## src/rtl/operand_fetch_pkg.sv

```systemverilog
// Shared widths, state encoding and payload types for the operand fetch stage.
package operand_fetch_pkg;

    localparam int unsigned XLEN = 32;
    localparam int unsigned AW   = 5;
    localparam int unsigned NREG = 2 ** AW;

    localparam logic [AW-1:0] REG_ZERO = '0;

    typedef enum logic [1:0] {
        IDLE = 2'd0,
        READ = 2'd1,
        HOLD = 2'd2
    } of_state_e;

    typedef struct packed {
        logic [AW-1:0] rs1;
        logic [AW-1:0] rs2;
        logic [AW-1:0] rd;
        logic          wen;
    } of_instr_t;

    // x0 reads as zero; a same-cycle writeback beats the stale regfile read
    function automatic logic [XLEN-1:0] resolve_operand(
        input logic [AW-1:0]   rs,
        input logic            byp,
        input logic [XLEN-1:0] byp_data,
        input logic [XLEN-1:0] rf_data
    );
        if (rs == REG_ZERO) return '0;
        if (byp)            return byp_data;
        return rf_data;
    endfunction

endpackage

```

## src/rtl/operand_fetch_scoreboard.sv

```systemverilog
// Pending-write tracker: one busy bit per register, set beats clear, x0 never busy.
module operand_fetch_scoreboard
    import operand_fetch_pkg::*;
(
    input  logic            clk,
    input  logic            rst,
    input  logic            set_en,
    input  logic [AW-1:0]   set_idx,
    input  logic            clr_en,
    input  logic [AW-1:0]   clr_idx,
    output logic [NREG-1:0] busy
);

    always_ff @(posedge clk) begin
        if (rst) begin
            busy <= '0;
        end else begin
            for (int unsigned i = 1; i < NREG; i++) begin
                if (set_en && (set_idx == AW'(i))) begin
                    busy[i] <= 1'b1;
                end else if (clr_en && (clr_idx == AW'(i))) begin
                    busy[i] <= 1'b0;
                end
            end
            busy[0] <= 1'b0;
        end
    end

endmodule

```

## src/rtl/operand_fetch.sv

```systemverilog
// Operand fetch: hazard-checked issue of regfile reads, writeback bypass,
// and valid/ready hand-off of resolved operands to execute.
module operand_fetch
    import operand_fetch_pkg::*;
(
    input  logic            clk,
    input  logic            rst,
    input  logic            in_valid,
    output logic            in_ready,
    input  logic [AW-1:0]   in_rs1,
    input  logic [AW-1:0]   in_rs2,
    input  logic [AW-1:0]   in_rd,
    input  logic            in_wen,
    input  logic            wb_valid,
    input  logic [AW-1:0]   wb_rd,
    input  logic [XLEN-1:0] wb_data,
    output logic            rf_wr,
    output logic            rf_rd,
    output logic [AW-1:0]   rf_selwr,
    output logic [AW-1:0]   rf_selrd1,
    output logic [AW-1:0]   rf_selrd2,
    output logic [XLEN-1:0] rf_in,
    input  logic [XLEN-1:0] rf_out1,
    input  logic [XLEN-1:0] rf_out2,
    output logic            out_valid,
    input  logic            out_ready,
    output logic [XLEN-1:0] out_op1,
    output logic [XLEN-1:0] out_op2,
    output logic [AW-1:0]   out_rd,
    output logic            out_wen
);

    of_state_e       state;
    of_instr_t       instr_q;
    logic            byp1_q;
    logic            byp2_q;
    logic [XLEN-1:0] byp1_data_q;
    logic [XLEN-1:0] byp2_data_q;
    logic [NREG-1:0] busy;

    logic wb_hit1;
    logic wb_hit2;
    logic wb_hitd;
    logic hazard;
    logic accept;
    logic set_en;

    // A busy register released by this cycle's writeback does not stall
    always_comb begin
        wb_hit1 = wb_valid && (wb_rd == in_rs1);
        wb_hit2 = wb_valid && (wb_rd == in_rs2);
        wb_hitd = wb_valid && (wb_rd == in_rd);
        hazard  = (busy[in_rs1] && !wb_hit1)
               || (busy[in_rs2] && !wb_hit2)
               || (in_wen && busy[in_rd] && !wb_hitd);
        accept  = !rst && (state == IDLE) && in_valid && !hazard;
        set_en  = accept && in_wen && (in_rd != REG_ZERO);
    end

    assign in_ready  = accept;
    assign rf_rd     = accept;
    assign rf_selrd1 = accept ? in_rs1 : REG_ZERO;
    assign rf_selrd2 = accept ? in_rs2 : REG_ZERO;

    assign rf_wr    = !rst && wb_valid && (wb_rd != REG_ZERO);
    assign rf_selwr = wb_rd;
    assign rf_in    = wb_data;

    operand_fetch_scoreboard u_scoreboard (
        .clk     (clk),
        .rst     (rst),
        .set_en  (set_en),
        .set_idx (in_rd),
        .clr_en  (wb_valid),
        .clr_idx (wb_rd),
        .busy    (busy)
    );

    always_ff @(posedge clk) begin
        if (rst) begin
            state       <= IDLE;
            instr_q     <= '0;
            byp1_q      <= 1'b0;
            byp2_q      <= 1'b0;
            byp1_data_q <= '0;
            byp2_data_q <= '0;
            out_valid   <= 1'b0;
            out_op1     <= '0;
            out_op2     <= '0;
            out_rd      <= '0;
            out_wen     <= 1'b0;
        end else begin
            case (state)
                IDLE: begin
                    if (accept) begin
                        instr_q     <= '{rs1: in_rs1, rs2: in_rs2, rd: in_rd, wen: in_wen};
                        byp1_q      <= wb_hit1 && (in_rs1 != REG_ZERO);
                        byp2_q      <= wb_hit2 && (in_rs2 != REG_ZERO);
                        byp1_data_q <= wb_data;
                        byp2_data_q <= wb_data;
                        state       <= READ;
                    end
                end
                READ: begin
                    out_op1   <= resolve_operand(instr_q.rs1, byp1_q, byp1_data_q, rf_out1);
                    out_op2   <= resolve_operand(instr_q.rs2, byp2_q, byp2_data_q, rf_out2);
                    out_rd    <= instr_q.rd;
                    out_wen   <= instr_q.wen;
                    out_valid <= 1'b1;
                    state     <= HOLD;
                end
                HOLD: begin
                    if (out_ready) begin
                        out_valid <= 1'b0;
                        state     <= IDLE;
                    end
                end
                default: begin
                    out_valid <= 1'b0;
                    state     <= IDLE;
                end
            endcase
        end
    end

endmodule
```

## config.mk

```make
export PLATFORM = sky130hd
export DESIGN_NAME = operand_fetch
export DESIGN_NICKNAME = d
export VERILOG_FILES = /design/src/rtl/operand_fetch_pkg.sv /design/src/rtl/operand_fetch_scoreboard.sv /design/src/rtl/operand_fetch.sv
export SDC_FILE = /design/constraint.sdc
export NUM_CORES = 1
export LEC_CHECK = 0
export BUFFER_PORTS_ARGS = -buffer_cell sky130_fd_sc_hd__clkbuf_2
export CORE_AREA = 2 2 166 168
export DETAILED_ROUTE_END_ITERATION = 6
export DIE_AREA = 0 0 168 170
export HOLD_SLACK_MARGIN = 0.05
export SYNTH_ARGS = -nofsm -noshare
export SYNTH_HDL_FRONTEND = slang
export SYNTH_SLANG_ARGS = --single-unit
```

## constraint.sdc

```tcl
create_clock -name clk -period 2.4 [get_ports clk]
set_clock_uncertainty 0.05 [all_clocks]
set_input_delay 0.24 -clock clk [delete_from_list [all_inputs] [get_ports clk]]
set_output_delay 0.24 -clock clk [all_outputs]
set_load 0.05 [all_outputs]
```

==> results.json, run 1 <==
{
  "antenna_left": 0,
  "cts_buffer_depth": 2,
  "grt_usage_pct": 18.6,
  "clockRootBuffer": "clkbuf_16",
  "hold_path.class": "in -> reg",
  "placed_cells": 1436,
  "hold_slack_ps": 72.7,
  "path_clk_slew_ps": 70,
  "yosys.area_share.simple_pct": 17.0,
  "period_needed_ps": 2920,
  "synth-edff-count": 0,
  "drv_cap": 0,
  "die_w_microns": 168,
  "async_reset_ff_share_pct": 0,
  "post-route-drc-count": 0,
  "wl_per_cell_microns": 18.0,
  "num_io_pins": 243,
  "synthCells": 875,
  "gp_congestion": 0.914,
  "grt_pass1_vias": 7428,
  "synth_adder_area_share_pct": 0,
  "syn_nets": 997,
  "diodes": 0,
  "dr.pass1.iters": 6,
  "required_ps": 2110,
  "hpwl_microns": 19400,
  "worstMarginPinSlew_ps": 900,
  "dp_slack_ps": -355,
  "layout-drive-gt1-share_pct": 43.8,
  "min_from": "out_ready",
  "grt-ovfl-total": 0,
  "netlist_area_sq_um": 7960,
  "nets": 1277,
  "final_cell_mix": "clkbuf_2 (229), dfxtp_1 (143), nand2_1 (121)",
  "drt_iter0_drc": 750,
  "grt_max_degree": 79,
  "period_share_pct": 121,
  "cp_max_fo": 5,
  "core_sq_um": 26700,
  "p_total_mw": 6.87,
  "start_util_pct": 29.8,
  "io_buffers": 242,
  "grt_pass1_wl_microns": 41400,
  "yosys_warnings": 0,
  "setup_viol": 92,
  "setup_tns_ps": -27260,
  "ys_ff_latch": 154,
  "synth_xor_area_share_pct": 1.65,
  "max_slew_margin_pct": 40.0,
  "vias_per_cell": 5.08,
  "drv_slew": 0,
  "dr_total_vias": 7659,
  "r2r_setup_slack_ps": -400,
  "startpoint_type": "flip-flop",
  "avgSynthCellArea_sq_um": 9.09,
  "clock_latency_ps": 420,
  "leakage_nw": 4.83,
  "cts_tree": "built",
  "violations": "setup timing",
  "outcome": "finished with violations",
  "nFillCells": 2603,
  "num_rows": 60,
  "end_kind": "primary output",
  "power.density_nw_per_um2": 615,
  "timing.rr.start": "u_scoreboard.busy[31]",
  "finalHoldViolCount": 0,
  "synth.distinct_cells": 46,
  "dieArea_sq_um": 28600,
  "rsz0062_at_grt": "yes",
  "seq_area_frac_synth_pct": 38.8,
  "layout_commonest_cell": "clkbuf_2",
  "antenna_found_initial": 0,
  "arrival_ps": 2630,
  "layout_setup_ws_ps": -515,
  "die_h_microns": 170,
  "cts_max_level": 4,
  "synthMuxAreaShare_pct": 22.4,
  "criticalPathCategory": "reg -> out",
  "clock-sinks": 154,
  "routed_wl_microns": 27100,
  "max-vdd-ir-drop_mv": 0.451,
  "synthFlopType": "dfxtp_1",
  "areaGrowthSynthToFinish_pct": 40.3,
  "synth_top_family_by_area": "multiplexers",
  "cp-startpoint": "u_scoreboard.busy[31]",
  "numCtsBuffers": 17,
  "synth_compound_area_share_pct": 12.4,
  "clock.fmax_ghz": 0.343,
  "fin_cells": 1509
}
per-stage QoR:
step / cell area [sq um] / util (%)
after floorplan: 8120 / -
after global placement: 9920 / 37.2
after detailed placement: 9920 / 37.2
after CTS: 11000 / 41.4
after global routing: 11200 / 41.9
final: 11200 / 41.9
layout make-up:
class / instances / area (sq um) / area share [%]
clock buffers: 19 / 453 / 4.06
clock inverters: 13 / 130 / 1.17
inverters: 10 / 41.3 / 0.370
multi-input cells: 601 / 4440 / 39.8
flip-flops and latches: 154 / 3100 / 27.8
well taps: 341 / 427 / 3.82
repair buffers: 371 / 2570 / 23.1
repair_timing:
item,CTS,global route
endpoints found under the hold margin,31,0
cloned,1,0
setup endpoints to repair,77,92
pin swaps,7,6
buffers inserted,6,4
resized for setup,36,52
hold buffers,31,0
cell usage after synthesis (8+ instances only):
cell | instances | area, sq um
dfxtp_1 | 154 | 3080
nand2_1 | 121 | 454
nor2_1 | 92 | 345
mux2_2 | 67 | 754
a22oi_1 | 64 | 480
clkbuf_1 | 58 | 218
buf_4 | 40 | 300
mux2i_1 | 34 | 340
o21ai_0 | 31 | 155
nor2b_1 | 25 | 156
nand3_1 | 22 | 110
mux4_2 | 20 | 450
o211ai_1 | 17 | 128
a21oi_1 | 12 | 60.1
nand2b_1 | 10 | 62.6
nor3_1 | 10 | 50.1
inv_1 | 9 | 33.8
mux2_1 | 9 | 101
mux2_4 | 9 | 135
xor2_1 | 8 | 70.1
sequential cells by signal (all words and copies together) (netlist names):
register / cells
byp1_q: 1
out_op1: 32
byp2_q: 1
u_scoreboard.busy: 31
out_wen: 1
out_rd: 5
out_op2: 32
byp2_data_q: 32
instr_q: 16
out_valid: 1
state: 2
where the power goes:
group	internal [mW]	switching [mW]
clock network	1.51	1.20
logic	0.563	0.852
registers	2.67	0.0716
total	4.74	2.12
final timing paths:
check            endpoint  cells past startpoint
max          rf_selrd2[2]                      8
min reg2reg    instr_q[7]                      2
min             out_valid                      3
max reg2reg        byp1_q                      9
kinds of logic after synthesis:
family | Yosys count
buffers and inverters | 120
flip-flops | 154
XOR/XNOR | 15
multiplexers | 139
AO/OA/AOI/OAI | 142
AND/OR/NAND/NOR | 305
per-layer routing:
layer  track usage (%)  up-vias  share of wire, %
li1                  -     3614                 -
met5                 0        -                 0
met2              31.1      326                48
met3              3.58       40               6.1
met1              24.2     3679                44
met4              6.09        0               2.1
critical path, cell delays in order, from the launching register on:
cell and delay [ps]:
dfxtp_2 360, mux4_2 480, mux4_2 480, nand2b_4 160, o311ai_4 90, o211ai_4 200, buf_6 190, nor2_4 90
buf_8 150
Note: power is estimated with default switching activity, not from simulation.
==> run 2: changes to the inputs <==
==> constraint.sdc (replaced) <==
create_clock -name clk -period 2.4 [get_ports clk]
set_clock_uncertainty 0.05 [all_clocks]
set_input_delay 0.36 -clock clk [delete_from_list [all_inputs] [get_ports clk]]
set_output_delay 0.36 -clock clk [all_outputs]
set_load 0.05 [all_outputs]
==> run 2 against run 1 <==
Compared with the run above:
- the flow still finishes with violations (setup timing)
- largest power group is now the clock network
- total power rose by 2.5%
- global-route usage increased by 0.48 points
- combinational power up 6%
- non-clock buffer count decreased by 18
==> results.json, run 2 (same netlist as run 1, synthesis figures left out) <==
{
  "outcome": "finished with violations",
  "violations": "setup timing",
  "drv_cap": 0,
  "path_clk_slew_ps": 70,
  "num_io_pins": 243,
  "layout-drive-gt1-share_pct": 47.0,
  "post-route-drc-count": 0,
  "cts_tree": "built",
  "final_cell_mix": "clkbuf_2 (229), dfxtp_1 (148), nand2_1 (121)",
  "layout_commonest_cell": "clkbuf_2",
  "die_h_microns": 170,
  "cpMaxStageDelayCell": "mux4_2",
  "r2r-end": "byp2_data_q[7]",
  "finalHoldViolCount": 0,
  "period_share_pct": 123,
  "worstMarginPinSlew_ps": 767,
  "setup_viol": 94,
  "dr.pass1.iters": 7,
  "cp_max_fo": 6,
  "die_w_microns": 168,
  "diodes": 0,
  "period_needed_ps": 2940,
  "cp_common_cell": "mux4_2",
  "cp.depth": 8,
  "path_cells": "mux4_2 -> mux4_2 -> nand2b_4 -> o311ai_4 -> o211ai_4 -> buf_12 -> nor2_4 -> buf_8",
  "critPathBufInv": 2,
  "startpoint_type": "flip-flop",
  "min_from": "wb_data[1]",
  "max_slew_margin_pct": 48.9,
  "end_kind": "primary output",
  "power.density_nw_per_um2": 629,
  "dieArea_sq_um": 28600,
  "drt_iter0_drc": 582,
  "holdPathEnd": "byp2_data_q[1]",
  "num_rows": 60,
  "crit_family": "multiplexers",
  "criticalPathCategory": "reg -> out",
  "clockRootBuffer": "clkbuf_16",
  "clock_latency_ps": 420,
  "critPathMaxStageDelay_ps": 480,
  "clock-sinks": 154,
  "routed_wl_microns": 27900,
  "antenna_found_initial": 0,
  "clock.fmax_ghz": 0.340,
  "timing.rr.start": "u_scoreboard.busy[23]",
  "layout_setup_ws_ps": -544,
  "wl_per_cell_microns": 18.7,
  "required_ps": 1990,
  "hold_path.class": "in -> reg",
  "grt-ovfl-total": 0,
  "final_util_pct": 42.0,
  "drv_slew": 0,
  "nets": 1259,
  "cts_buffer_depth": 2,
  "antenna_left": 0,
  "io_buffers": 242,
  "core_sq_um": 26700,
  "rsz0062_at_grt": "yes",
  "leakage_nw": 4.88,
  "r2r_setup_slack_ps": -360,
  "hold_depth": 3,
  "p_total_mw": 7.04,
  "grt_max_degree": 71,
  "grt_pass1_wl_microns": 42100,
  "cts_max_level": 4,
  "ff2ff_path_depth": 10,
  "grt_usage_pct": 19.1,
  "dr_total_vias": 7559,
  "gp_congestion": 0.914,
  "reg_top3": "byp2_data_q x32, out_op1 x32, out_op2 x32",
  "grt_pass1_vias": 7331,
  "numCtsBuffers": 17,
  "start_util_pct": 29.8,
  "vias_per_cell": 5.07,
  "hpwl_microns": 19300,
  "max-vdd-ir-drop_mv": 0.412,
  "areaGrowthSynthToFinish_pct": 40.7,
  "arrival_ps": 2530
}
[run 2: cell types whose count changed in the layout (fill, tap and decap cells not counted), sizes merged]
cell | previous run | this run
buf | 109 | 120
clkbuf | 249 | 250
clkinv | 3 | 5
inv | 17 | 15
clkinvlp | 2 | 3
dlygate4sd3 | 31 | 0
bufbuf | 1 | 0
bufinv | 1 | 2
[run 2: repair_timing]
item	CTS	global route
resized for setup	120	9
setup buffers	11	1
endpoints found under the setup margin	92	94
cloned	8	0
hold buffers	0	0
pin swaps	33	2
[run 2: metal layers]
metal	global-route usage, %	share of wire, %	vias up
li1	-	-	3577
met1	24.6	44	3621
met2	32.2	48	291
met3	2.88	4.9	70
met4	7.22	3.2	0
met5	0	0	-
[run 2: cell type report]
class                           count  area, sq um
Fill cell                        2621        15500
Multi-Input combinational cell    601         4510
Sequential cell                   154         3090
Timing Repair Buffer              353         2520
Tap cell                          341          427
Clock buffer                       17          425
Clock inverter                     15          184
Inverter                           10         41.3
[run 2: stage by stage]
| stage | setup TNS (ps) | hold slack, ps | cell area (sq um) | setup slack [ps] | cells |
|---|---|---|---|---|---|
| CTS | -27640 | 113 | 11200 | -564 | 1490 |
| global route | -34570 | 125 | 11200 | -611 | 1491 |
| floorplan | -5120 | 377 | 8120 | -524 | 875 |
| global placement | -30100 | 392 | 9930 | -515 | 1439 |
| finish | -28110 | 129 | 11200 | -544 | 1491 |
| detailed placement | -32640 | 398 | 9930 | -529 | 1439 |
[run 2: power breakdown]
| group | internal (mW) | leakage (nW) | switching, mW |
|---|---|---|---|
| Sequential | 2.66 | 1.25 | 0.0713 |
| Clock | 1.58 | 0.292 | 1.23 |
| Combinational | 0.614 | 3.34 | 0.884 |
[run 2: worst max-delay path by stage]
| stage | from | slack, ps | to |
|---|---|---|---|
| after floorplan | in_rs1[0] | -520 | rf_rd |
| after global placement | in_rs1[0] | -510 | rf_selrd1[0] |
| after detailed placement | in_rs1[0] | -530 | rf_selrd1[0] |
| after CTS | u_scoreboard.busy[23] | -560 | rf_selrd1[0] |
| after global routing | u_scoreboard.busy[23] | -610 | rf_selrd1[3] |
| final | u_scoreboard.busy[23] | -540 | rf_selrd1[3] |
[run 2: worst min-delay path, cell delays in order]
cell	delay, ps
clkbuf_2	100
nand2_1	50
mux2i_1	50
==> run 3: changes to the inputs <==
CTS_BUF_LIST = sky130_fd_sc_hd__clkbuf_4   (was not set)
==> run 3 against run 2 <==
Compared with the run above:
- global-route usage increased by 0.056 points
- final cell count increased by 2.7%
- critical endpoint unchanged
- hold slack got worse by 43 ps
- the flow still finishes with violations (setup timing)
- first-iteration DRC count increased by 6.9%
- combinational power increased by 3%
- fmax decreased by 6.0%
- via count increased by 3.0%
- clock power decreased by 37%
==> results.json, run 3 (same netlist as run 1, synthesis figures left out) <==
{
  "power.density_nw_per_um2": 533,
  "clock_latency_ps": 580,
  "layout_setup_ws_ps": -732,
  "drv_cap": 0,
  "hpwl_microns": 19300,
  "layout_commonest_cell": "clkbuf_2",
  "outcome": "finished with violations",
  "required_ps": 1990,
  "period_needed_ps": 3130,
  "areaGrowthSynthToFinish_pct": 42.6,
  "cp-startpoint": "u_scoreboard.busy[23]",
  "rsz0062_at_grt": "yes",
  "gp_congestion": 0.914,
  "grt_max_degree": 71,
  "min_from": "rf_out1[17]",
  "core_sq_um": 26700,
  "drt_iter0_drc": 622,
  "grt_pass1_wl_microns": 42200,
  "clock-sinks": 154,
  "clockRootBuffer": "clkbuf_4",
  "critPathMaxStageDelay_ps": 480,
  "end_kind": "primary output",
  "final_cell_mix": "clkbuf_2 (229), dfxtp_1 (147), nand2_1 (121)",
  "setup_viol": 94,
  "crit_family": "multiplexers",
  "vias_per_cell": 5.08,
  "cts_tree": "built",
  "nets": 1299,
  "routed_wl_microns": 28200,
  "clock.fmax_ghz": 0.319,
  "antenna_left": 0,
  "drv_slew": 0,
  "leakage_nw": 4.94,
  "finalHoldViolCount": 0,
  "numCtsBuffers": 17,
  "hold_slack_ps": 86.0,
  "max-vdd-ir-drop_mv": 0.350,
  "grt_usage_pct": 19.1,
  "grt-ovfl-total": 0,
  "dr_total_vias": 7788,
  "cp_common_cell": "mux4_2",
  "max_slew_margin_pct": 49.5,
  "post-route-drc-count": 0,
  "grt_pass1_vias": 7383,
  "timing.rr.start": "u_scoreboard.busy[23]",
  "path_cells": "mux4_2 -> mux4_2 -> nand2b_4 -> o311ai_4 -> o211ai_4 -> buf_12 -> nor2_4 -> buf_8",
  "startpoint_type": "flip-flop",
  "worstMarginPinSlew_ps": 758,
  "num_rows": 60,
  "dr.pass1.iters": 5,
  "reg_top3": "byp2_data_q x32, out_op1 x32, out_op2 x32",
  "io_buffers": 242,
  "dieArea_sq_um": 28600,
  "layout-drive-gt1-share_pct": 46.2,
  "arrival_ps": 2720,
  "criticalPathCategory": "reg -> out",
  "violations": "setup timing",
  "path_clk_slew_ps": 170,
  "r2r_setup_slack_ps": -270,
  "p_total_mw": 6.05,
  "cts_buffer_depth": 2,
  "cp_max_fo": 6,
  "period_share_pct": 130,
  "cpMaxStageDelayCell": "mux4_2",
  "cts_max_level": 4,
  "die_h_microns": 170,
  "hold_path.class": "in -> reg",
  "critPathBufInv": 2,
  "die_w_microns": 168,
  "wl_per_cell_microns": 18.4,
  "final_util_pct": 42.6,
  "num_io_pins": 243,
  "start_util_pct": 29.8,
  "antenna_found_initial": 1
}
==> run 3: cell types whose count changed in the layout (fill, tap and decap cells not counted), sizes merged <==
cell,delta
buf,-1
diode,+1
dlygate4sd3,+41
==> run 3: power breakdown <==
group          total (mW)  switching (mW)  internal (mW)  leakage (nW)
logic                1.55           0.894          0.655          3.53
clock network        1.76            1.10          0.659         0.160
registers            2.74          0.0710           2.67          1.25
total                6.05            2.07           3.98          4.94
==> run 3: stage by stage <==
step                      TNS [ps]  setup slack, ps  area, sq um  instances
after floorplan              -5120             -524         8120        875
after CTS                   -33290             -763        11200       1526
final                       -24290             -732        11300       1532
after global placement      -30100             -515         9930       1439
after global routing        -30510             -843        11300       1532
after detailed placement    -32640             -529         9930       1439
==> run 3: timing repair <==
action | in CTS | in global routing
hold buffers | 37 | 4
pin swaps | 21 | 2
hold endpoints to repair | 38 | 4
gates resized for setup | 112 | 29
cloned | 7 | 0
endpoints found under the setup margin | 92 | 94
buffers inserted | 11 | 2
==> run 3: per-layer routing <==
metal  vias up  GRT usage, %  share of wire [%]
met5         -             0                  0
met4         0          6.54                2.3
met3        46          2.91                5.7
met2       336          32.9                 49
met1      3743          24.5                 43
li1       3663             -                  -
==> run 3: worst min-delay path, cell delays in order <==
cell      delay, ps
clkbuf_2         80
mux2_2          130
a22oi_1          60
nor2_1           70
==> run 3: layout make-up <==
cell class | instances | area [sq um]
clock buffers | 17 | 128
fillers | 2611 | 15300
flip-flops and latches | 154 | 3100
well taps | 341 | 427
clock inverters | 15 | 184
diodes | 1 | 2.50
inverters | 10 | 41.3
repair buffers | 393 | 2920
multi-input cells | 601 | 4540
==> run 3: path summary, 6_finish.rpt <==
| kind | end | depth (start not counted) |
|---|---|---|
| worst max-delay path | rf_selrd1[3] | 8 |
| worst min-delay path | out_op1[17] | 4 |
| worst max register to register | u_scoreboard.busy[14] | 11 |
| worst min register to register | out_rd[2] | 2 |
